[src/rtl/hpdcache_fence_seq.sv]
// Fence/flush sequencer between the load-store unit and the HPDcache.
// Tracks outstanding stores, throttles new stores at the credit limit, and on a
// fence drains outstanding stores and optionally flushes the dcache.
// Optional watchdog: define HPDCACHE_FENCE_TIMEOUT_EN to abort stuck fences.
module hpdcache_fence_seq #(
   parameter int unsigned MaxOutstandingStores = 7,
   parameter bit          FlushOnFence         = 1'b1,
   parameter int unsigned TimeoutCycles        = 1024,
   parameter int unsigned CntWidth             = $clog2(MaxOutstandingStores + 1)
) (
   input  logic                clk_i,
   input  logic                rst_i,
   input  logic                fence_valid_i,
   output logic                fence_ready_o,
   output logic                fence_done_o,
   input  logic                store_issue_i,
   input  logic                store_ack_i,
   output logic                store_stall_o,
   output logic                flush_valid_o,
   input  logic                flush_ready_i,
   input  logic                flush_done_i,
   output logic [CntWidth-1:0] outstanding_o,
   output logic                busy_o,
   output logic                timeout_o
);

   typedef enum logic [2:0] {
      StIdle,
      StDrain,
      StFlushReq,
      StFlushWait,
      StDone
   } state_e;

   localparam logic [CntWidth-1:0] MaxCnt = CntWidth'(MaxOutstandingStores);

   state_e              state_q, state_d;
   logic [CntWidth-1:0] count_q, count_d;
   logic                fence_acc;
   logic                store_inc;
   logic                store_dec;
   logic                timeout_hit;

   assign fence_ready_o = (state_q == StIdle);
   assign fence_acc     = fence_valid_i & fence_ready_o;
   // No new stores while a fence is in flight, so the drain always terminates.
   assign store_stall_o = (count_q == MaxCnt) | (state_q != StIdle);
   assign store_inc     = store_issue_i & ~store_stall_o;
   // Acks at zero are spurious; dropping them keeps the counter from wrapping.
   assign store_dec     = store_ack_i & (count_q != '0);

   assign flush_valid_o = (state_q == StFlushReq);
   assign fence_done_o  = (state_q == StDone);
   assign busy_o        = (state_q != StIdle);
   assign outstanding_o = count_q;

   // Outstanding-store counter next state; simultaneous issue and ack cancel.
   always_comb begin
      count_d = count_q;
      if (store_inc && !store_dec) begin
         count_d = count_q + CntWidth'(1);
      end else if (store_dec && !store_inc) begin
         count_d = count_q - CntWidth'(1);
      end
   end

`ifdef HPDCACHE_FENCE_TIMEOUT_EN
   localparam int unsigned        TmrWidth = $clog2(TimeoutCycles + 1);
   localparam logic [TmrWidth-1:0] TmrLast = TmrWidth'(TimeoutCycles - 1);

   logic [TmrWidth-1:0] tmr_q, tmr_d;
   logic                timeout_q;
   logic                fence_active;

   assign fence_active = (state_q == StDrain) | (state_q == StFlushReq) |
                         (state_q == StFlushWait);
   // Fires on the last permitted waiting cycle so DONE follows immediately.
   assign timeout_hit  = fence_active & (tmr_q == TmrLast);
   assign timeout_o    = timeout_q;

   // Watchdog counts only while waiting on the cache; cleared otherwise.
   always_comb begin
      tmr_d = '0;
      if (fence_active) begin
         tmr_d = tmr_q + TmrWidth'(1);
      end
   end

   // Watchdog registers; the error flag is sticky until reset.
   always_ff @(posedge clk_i) begin
      if (rst_i) begin
         tmr_q     <= '0;
         timeout_q <= 1'b0;
      end else begin
         tmr_q <= tmr_d;
         if (timeout_hit) begin
            timeout_q <= 1'b1;
         end
      end
   end
`else
   assign timeout_hit = 1'b0;
   assign timeout_o   = 1'b0;
`endif

   // Fence sequencing: drain, optional flush handshake, one-cycle done.
   always_comb begin
      state_d = state_q;
      unique case (state_q)
         StIdle: begin
            if (fence_acc) begin
               state_d = StDrain;
            end
         end
         StDrain: begin
            if (count_q == '0) begin
               state_d = FlushOnFence ? StFlushReq : StDone;
            end
         end
         StFlushReq: begin
            if (flush_ready_i) begin
               state_d = StFlushWait;
            end
         end
         StFlushWait: begin
            if (flush_done_i) begin
               state_d = StDone;
            end
         end
         StDone: begin
            state_d = StIdle;
         end
         default: begin
            state_d = StIdle;
         end
      endcase
      // Watchdog abort still completes the fence so the requester is released.
      if (timeout_hit) begin
         state_d = StDone;
      end
   end

   // State and counter registers.
   always_ff @(posedge clk_i) begin
      if (rst_i) begin
         state_q <= StIdle;
         count_q <= '0;
      end else begin
         state_q <= state_d;
         count_q <= count_d;
      end
   end

   cov_ack_at_zero: cover property (@(posedge clk_i) disable iff (rst_i)
      store_ack_i && (count_q == '0));

   cfg_sane: assert property (@(posedge clk_i)
      (TimeoutCycles > 1) && (MaxOutstandingStores > 0));

endmodule

[config.mk]
export PLATFORM = sky130hd
export DESIGN_NAME = hpdcache_fence_seq
export DESIGN_NICKNAME = d
export VERILOG_FILES = /design/src/rtl/hpdcache_fence_seq.sv
export SDC_FILE = /design/constraint.sdc
export NUM_CORES = 1
export LEC_CHECK = 0
export ABC_AREA = 1
export ABC_CLOCK_PERIOD_IN_PS = 2370
export CAP_MARGIN = 20
export CORE_AREA = 2 2 39 41
export CTS_CLUSTER_DIAMETER = 120
export DETAILED_ROUTE_END_ITERATION = 10
export DIE_AREA = 0 0 41 43
export HOLD_SLACK_MARGIN = 0.02
export PLACE_DENSITY = 0.68
export SLEW_MARGIN = 40
export SYNTH_ARGS = -nofsm -noshare
export SYNTH_HDL_FRONTEND = slang
export SYNTH_SLANG_ARGS = --single-unit
[constraint.sdc]
create_clock -name clk_i -period 2.37 [get_ports clk_i]
set_input_delay 0.3555 -clock clk_i [delete_from_list [all_inputs] [get_ports clk_i]]
set_output_delay 0.3555 -clock clk_i [all_outputs]
set_load 0.02 [all_outputs]
; ---- Yosys cells after proc, flatten, opt, wreduce, memory -nomap -nowiden
; Cells that the tools add are included.
[totals]
register_bits = 6
latch_bits = 0
mem_bits_rw = 0
mem_bits_ro = 0
in_bits = 7
out_inout_bits = 9
wordCells = 35
memories = 0
[op_classes]
add_sub_neg = 2
n_mul = 0
div_mod_pow = 0
order_cmp = 0
n_eq_ne = 9
shifts = 0
mux = 7
n_bitwise = 5
reduce_logical = 10
[op_table]
columns = cell, count
row1 = $mux 3, 6
row2 = $pmux 3 s4, 1
row3 = $eq 3x2->1 const B, 2
row4 = $eq 3x3->1 const B, 2
row5 = $logic_not 3->1, 2
row6 = $reduce_bool 3->1, 2
row7 = $ne 2x1->1 const B, 2
row8 = $ne 2x2->1 const B, 2
row9 = $reduce_and 4->1, 1
row10 = $add 3x1->3 const B, 1
row11 = $and 1x1->1, 3
row12 = $eq 3x1->1 const B, 1
row13 = $sub 3x1->3 const B, 1
row14 = $logic_and 1x1->1, 2
row15 = $logic_not 1->1, 2
row16 = $reduce_bool 2->1, 1
row17 = $not 1->1, 1
row18 = $or 1x1->1, 1

; ---- Logic depth before layout (Yosys ltp)
[logic_depth]
word_depth = 8
ltp_mapped = 13
mapped_depth_nobuf = 12

; ---- Worst setup path after synthesis
; No wires, ideal clock.
[synth_timing]
path_type = register -> register
from = register count_q[0] (netlist: outstanding_o[0])
to = register count_q[1] (netlist: outstanding_o[1])
setup_time_ns = 0.120
arrival_time_ns = 2.203
required_time_ns = 2.250
path_slack_ns = 0.046
stages_incl_launch_ff = 9
n_path_buf = 0
synth_period_minus_slack_ns = 2.324
path_cell_list = dfxtp_1 inv_1 o31ai_1 nor2_1 ha_1 inv_1 fa_1 o21ai_0 a21oi_1
[synth_between]
elab_cells_between_ends = 15
classes_between = 2 x add/sub / 1 x eq/ne / 2 x mux / 4 x bitwise / 6 x reduce/logical
[synth_lines]
columns = element, line
row1 = "start, declared", 38  ; logic [CntWidth-1:0] count_q, count_d;
row2 = "start signal, assigned", 150  ; count_q <= count_d;
row3 = $eq 3x3->1, 47  ; assign store_stall_o = (count_q == MaxCnt) | (state_q != StIdle);
row4 = $or 1x1->1, 47
row5 = net store_stall_o, 18  ; output logic store_stall_o,
row6 = $not 1->1, 48  ; assign store_inc = store_issue_i & ~store_stall_o;
row7 = $and 1x1->1, 48
row8 = $logic_and 1x1->1, 60  ; if (store_inc && !store_dec) begin
row9 = $mux 3, 60
row10 = net count_d[1], 38
; The timed path passes the listed nets, and every way through them passes these cells. The select of a mux whose other input is x is not followed.
; A chain may end at the register's enable or synchronous reset.

; ---- Final worst setup path
[layout_timing]
from = register count_q[0] (netlist: outstanding_o[0])
to = output store_stall_o
[layout_between]
elab_chain_len = 2
[layout_rtl]
columns = element, line
row1 = $eq 3x3->1, 47
row2 = $or 1x1->1, 47
row3 = "end, declared", 18
; No other way between the ends.

==> impl_metrics.toml <==
[setup_path]
slowest_stage = "clkdlybuf4s50_1"
start_kind = "flop"
path_cells = "inv_1 > o31ai_1 > clkdlybuf4s50_1"
criticalPathCategory = "reg -> out"
crit_buf_inv = 2
endpoint_kind = "output pin"
worst-endpoint-arrival_ns = 1.73
crit_family = "buffers and inverters"
critPathRequiredTime_ns = 2.01
critPathMaxFanout = 4
critPathMaxStageDelay_ns = 0.67

[pwr]
clkPwrFrac_pct = 10.8
cellLeakagePower_uw = 0.000258
vdd_drop_max_uv = 574
switching_share_pct = 46.6
p_int_uw = 432
p_switching_uw = 377
seqPwrFrac_pct = 23.6
p_total_uw = 809
power.density_mw_per_mm2 = 1430
share_comb_of_total_power_pct = 65.7

[floorplan]
core_region_area_mm2 = 0.00138
start_util_pct = 28.9
rows = 14
die_h_um = 43
ios = 16
dieArea_mm2 = 0.00176
die_w_um = 41

[drt]
drt_wl_total_um = 744
vias = 388
viasPerCell = 4.31
drc_errors = 0
drtIter0Drc = 5
wl_per_cell_um = 8.27
dr.pass1.iters = 4
ant_nets = 0

[global_route]
met1_usage_pct = 14.5
grt_usage_pct = 11.9
grt_pass1_wl_um = 1450
antenna_found_initial = 0
busiest_layer = "met2"
grt_pass1_vias = 378
grtUsageMet2_pct = 18.4
grt_max_degree = 9
met3_usage_pct = 6.28
gr-total-overflow = 0

[cells_and_area]
nFillCells = 152
diodes = 0
fin_nets = 85
postLayoutCellArea_um2 = 564
synthToLayoutAreaGrowth_pct = 40.9
drive_gt1_share_pct = 14.9

[clocking]
root_buffer = "clkbuf_4"
clkSinkCount = 6
ctsHoldBuffers = 0
clock_path_buffers = 2
cts_tree = "built"
post_cts_buffers = 0
htreeDepth = 1
clk_latency_ns = 0.23
clk_pin_slew_ns = 0.04
numCtsBuffers = 3
ctsResizeCount = 0

[placement]
place_hpwl_um = 627
port_buffers = 14
gp_congestion = 0.675
placed_area_um2 = 542

[sta]
max_freq_mhz = 480
rsz0062_at_grt = "no"
finalHoldViolations = 0
min_period_ns = 2.09
slew_viol_final = 0
finalSetupViolCount = 0
timing.setup.tns_ns = 0
post-route-period-util_pct = 88.0
fin_skew_ns = 0.00357

[yosys]
synth.net_count = 68
syn_area_per_cell_um2 = 6.79
syn-cell-area_um2 = 400
synth.distinct_cells = 20
seq_area_frac_synth_pct = 30.0
ys_seq_elements = 6
yosysWarnings = 0
syn_inst = 59

[status]
status = "finished, final reports clean"

[worst_hold_path]
min_path_type = "reg -> reg"

[run]
drv_cap = 0
==> cell type report <==
| class | instances | area (µm²) | area share, % |
|---|---|---|---|
| well taps | 16 | 20.0 | 3.55 |
| inverters | 12 | 45.0 | 7.98 |
| multi-input cells | 39 | 216 | 38.4 |
| flip-flops and latches | 6 | 120 | 21.3 |
| repair buffers | 14 | 140 | 24.8 |
| clock buffers | 3 | 22.5 | 3.99 |
==> cell usage after synthesis <==
| cell | number | area share [%] |
|---|---|---|
| inv_2 | 2 | 1.9 |
| conb_1 | 1 | 0.94 |
| nand2_2 | 2 | 3.1 |
| nor2_1 | 6 | 5.6 |
| dfxtp_1 | 6 | 30 |
| buf_4 | 1 | 1.9 |
| buf_6 | 1 | 2.8 |
| nand3b_1 | 2 | 3.7 |
| nand2_1 | 10 | 9.4 |
| a21oi_1 | 3 | 3.7 |
| nor3_1 | 1 | 1.2 |
| nand3_1 | 1 | 1.2 |
| a31oi_1 | 1 | 1.6 |
| o31ai_1 | 1 | 1.9 |
| inv_1 | 10 | 9.4 |
| nor2_2 | 4 | 6.2 |
| xor2_1 | 1 | 2.2 |
| fa_1 | 1 | 5.0 |
| o21ai_0 | 4 | 5.0 |
| ha_1 | 1 | 3.1 |
==> worst min-delay path, cell delays in order (launching register included) <==
cell and delay [ns]:
dfxtp_1 0.31, inv_1 0.10, a21oi_1 0.08
==> power by group through the flow <==
stage	clock network, µW	logic [µW]	registers, µW
floorplan	0	357	198
global placement	0	537	191
detailed placement	0	538	191
CTS	92.2	541	191
global route	98.6	610	198
finish	87.0	531	191
==> routing by layer <==
metal	vias up	part of all wire [%]	routed length [µm]
li1	207	-	-
met1	165	47	348
met2	16	45	338
met3	0	7.7	57
met4	0	0	0
met5	-	0	0
==> path summary, 6_finish.rpt <==
| check | cells after the start | to | from | slack [ns] |
|---|---|---|---|---|
| worst min-delay path | 2 | outstanding_o[2]$_SDFFE_PP0P_ | outstanding_o[2]$_SDFFE_PP0P_ | 0.54 |
| worst max register to register | 12 | outstanding_o[2]$_SDFFE_PP0P_ | state_q[2]$_SDFFE_PP0P_ | 0.33 |
| worst max-delay path | 3 | store_stall_o | outstanding_o[0]$_SDFFE_PP0P_ | 0.28 |
| worst min register to register | 2 | outstanding_o[2]$_SDFFE_PP0P_ | outstanding_o[2]$_SDFFE_PP0P_ | 0.54 |
==> cell usage in the layout, fill, tap and decap left out, types with 2 or more instances in the layout <==
cell / instances
nor2_1: 6
clkdlybuf4s50_1: 14
a21oi_1: 3
dfxtp_1: 6
inv_2: 2
inv_1: 10
o21ai_0: 4
nand2_1: 10
nand3b_1: 2
nand2_2: 2
clkbuf_4: 3
nor2_2: 4
==> through the flow <==
stage	hold WS (ns)	std cells	setup WS, ns	utilization [%]
CTS	0.546	90	0.260	40.8
detailed placement	0.535	87	0.247	39.2
finish	0.536	90	0.285	40.8
global placement	0.532	87	0.256	39.2
floorplan	0.427	59	0.0461	-
global route	0.578	90	0.125	40.8
==> logic make-up after synthesis <==
logic type	count (synthesis)	share of synthesized area, %
simple gates	26	30.6
other cells	1	0.937
compound gates	9	12.2
fa+ha+maj	2	8.12
flops	6	30.0
xor+xnor	1	2.19
buf+inv	14	15.9
==> flip-flops by register name, indices dropped and copies added (netlist names) <==
| register | count |
|---|---|
| state_q | 3 |
| outstanding_o | 3 |
No activity file was read; power rests on OpenSTA's default activity.
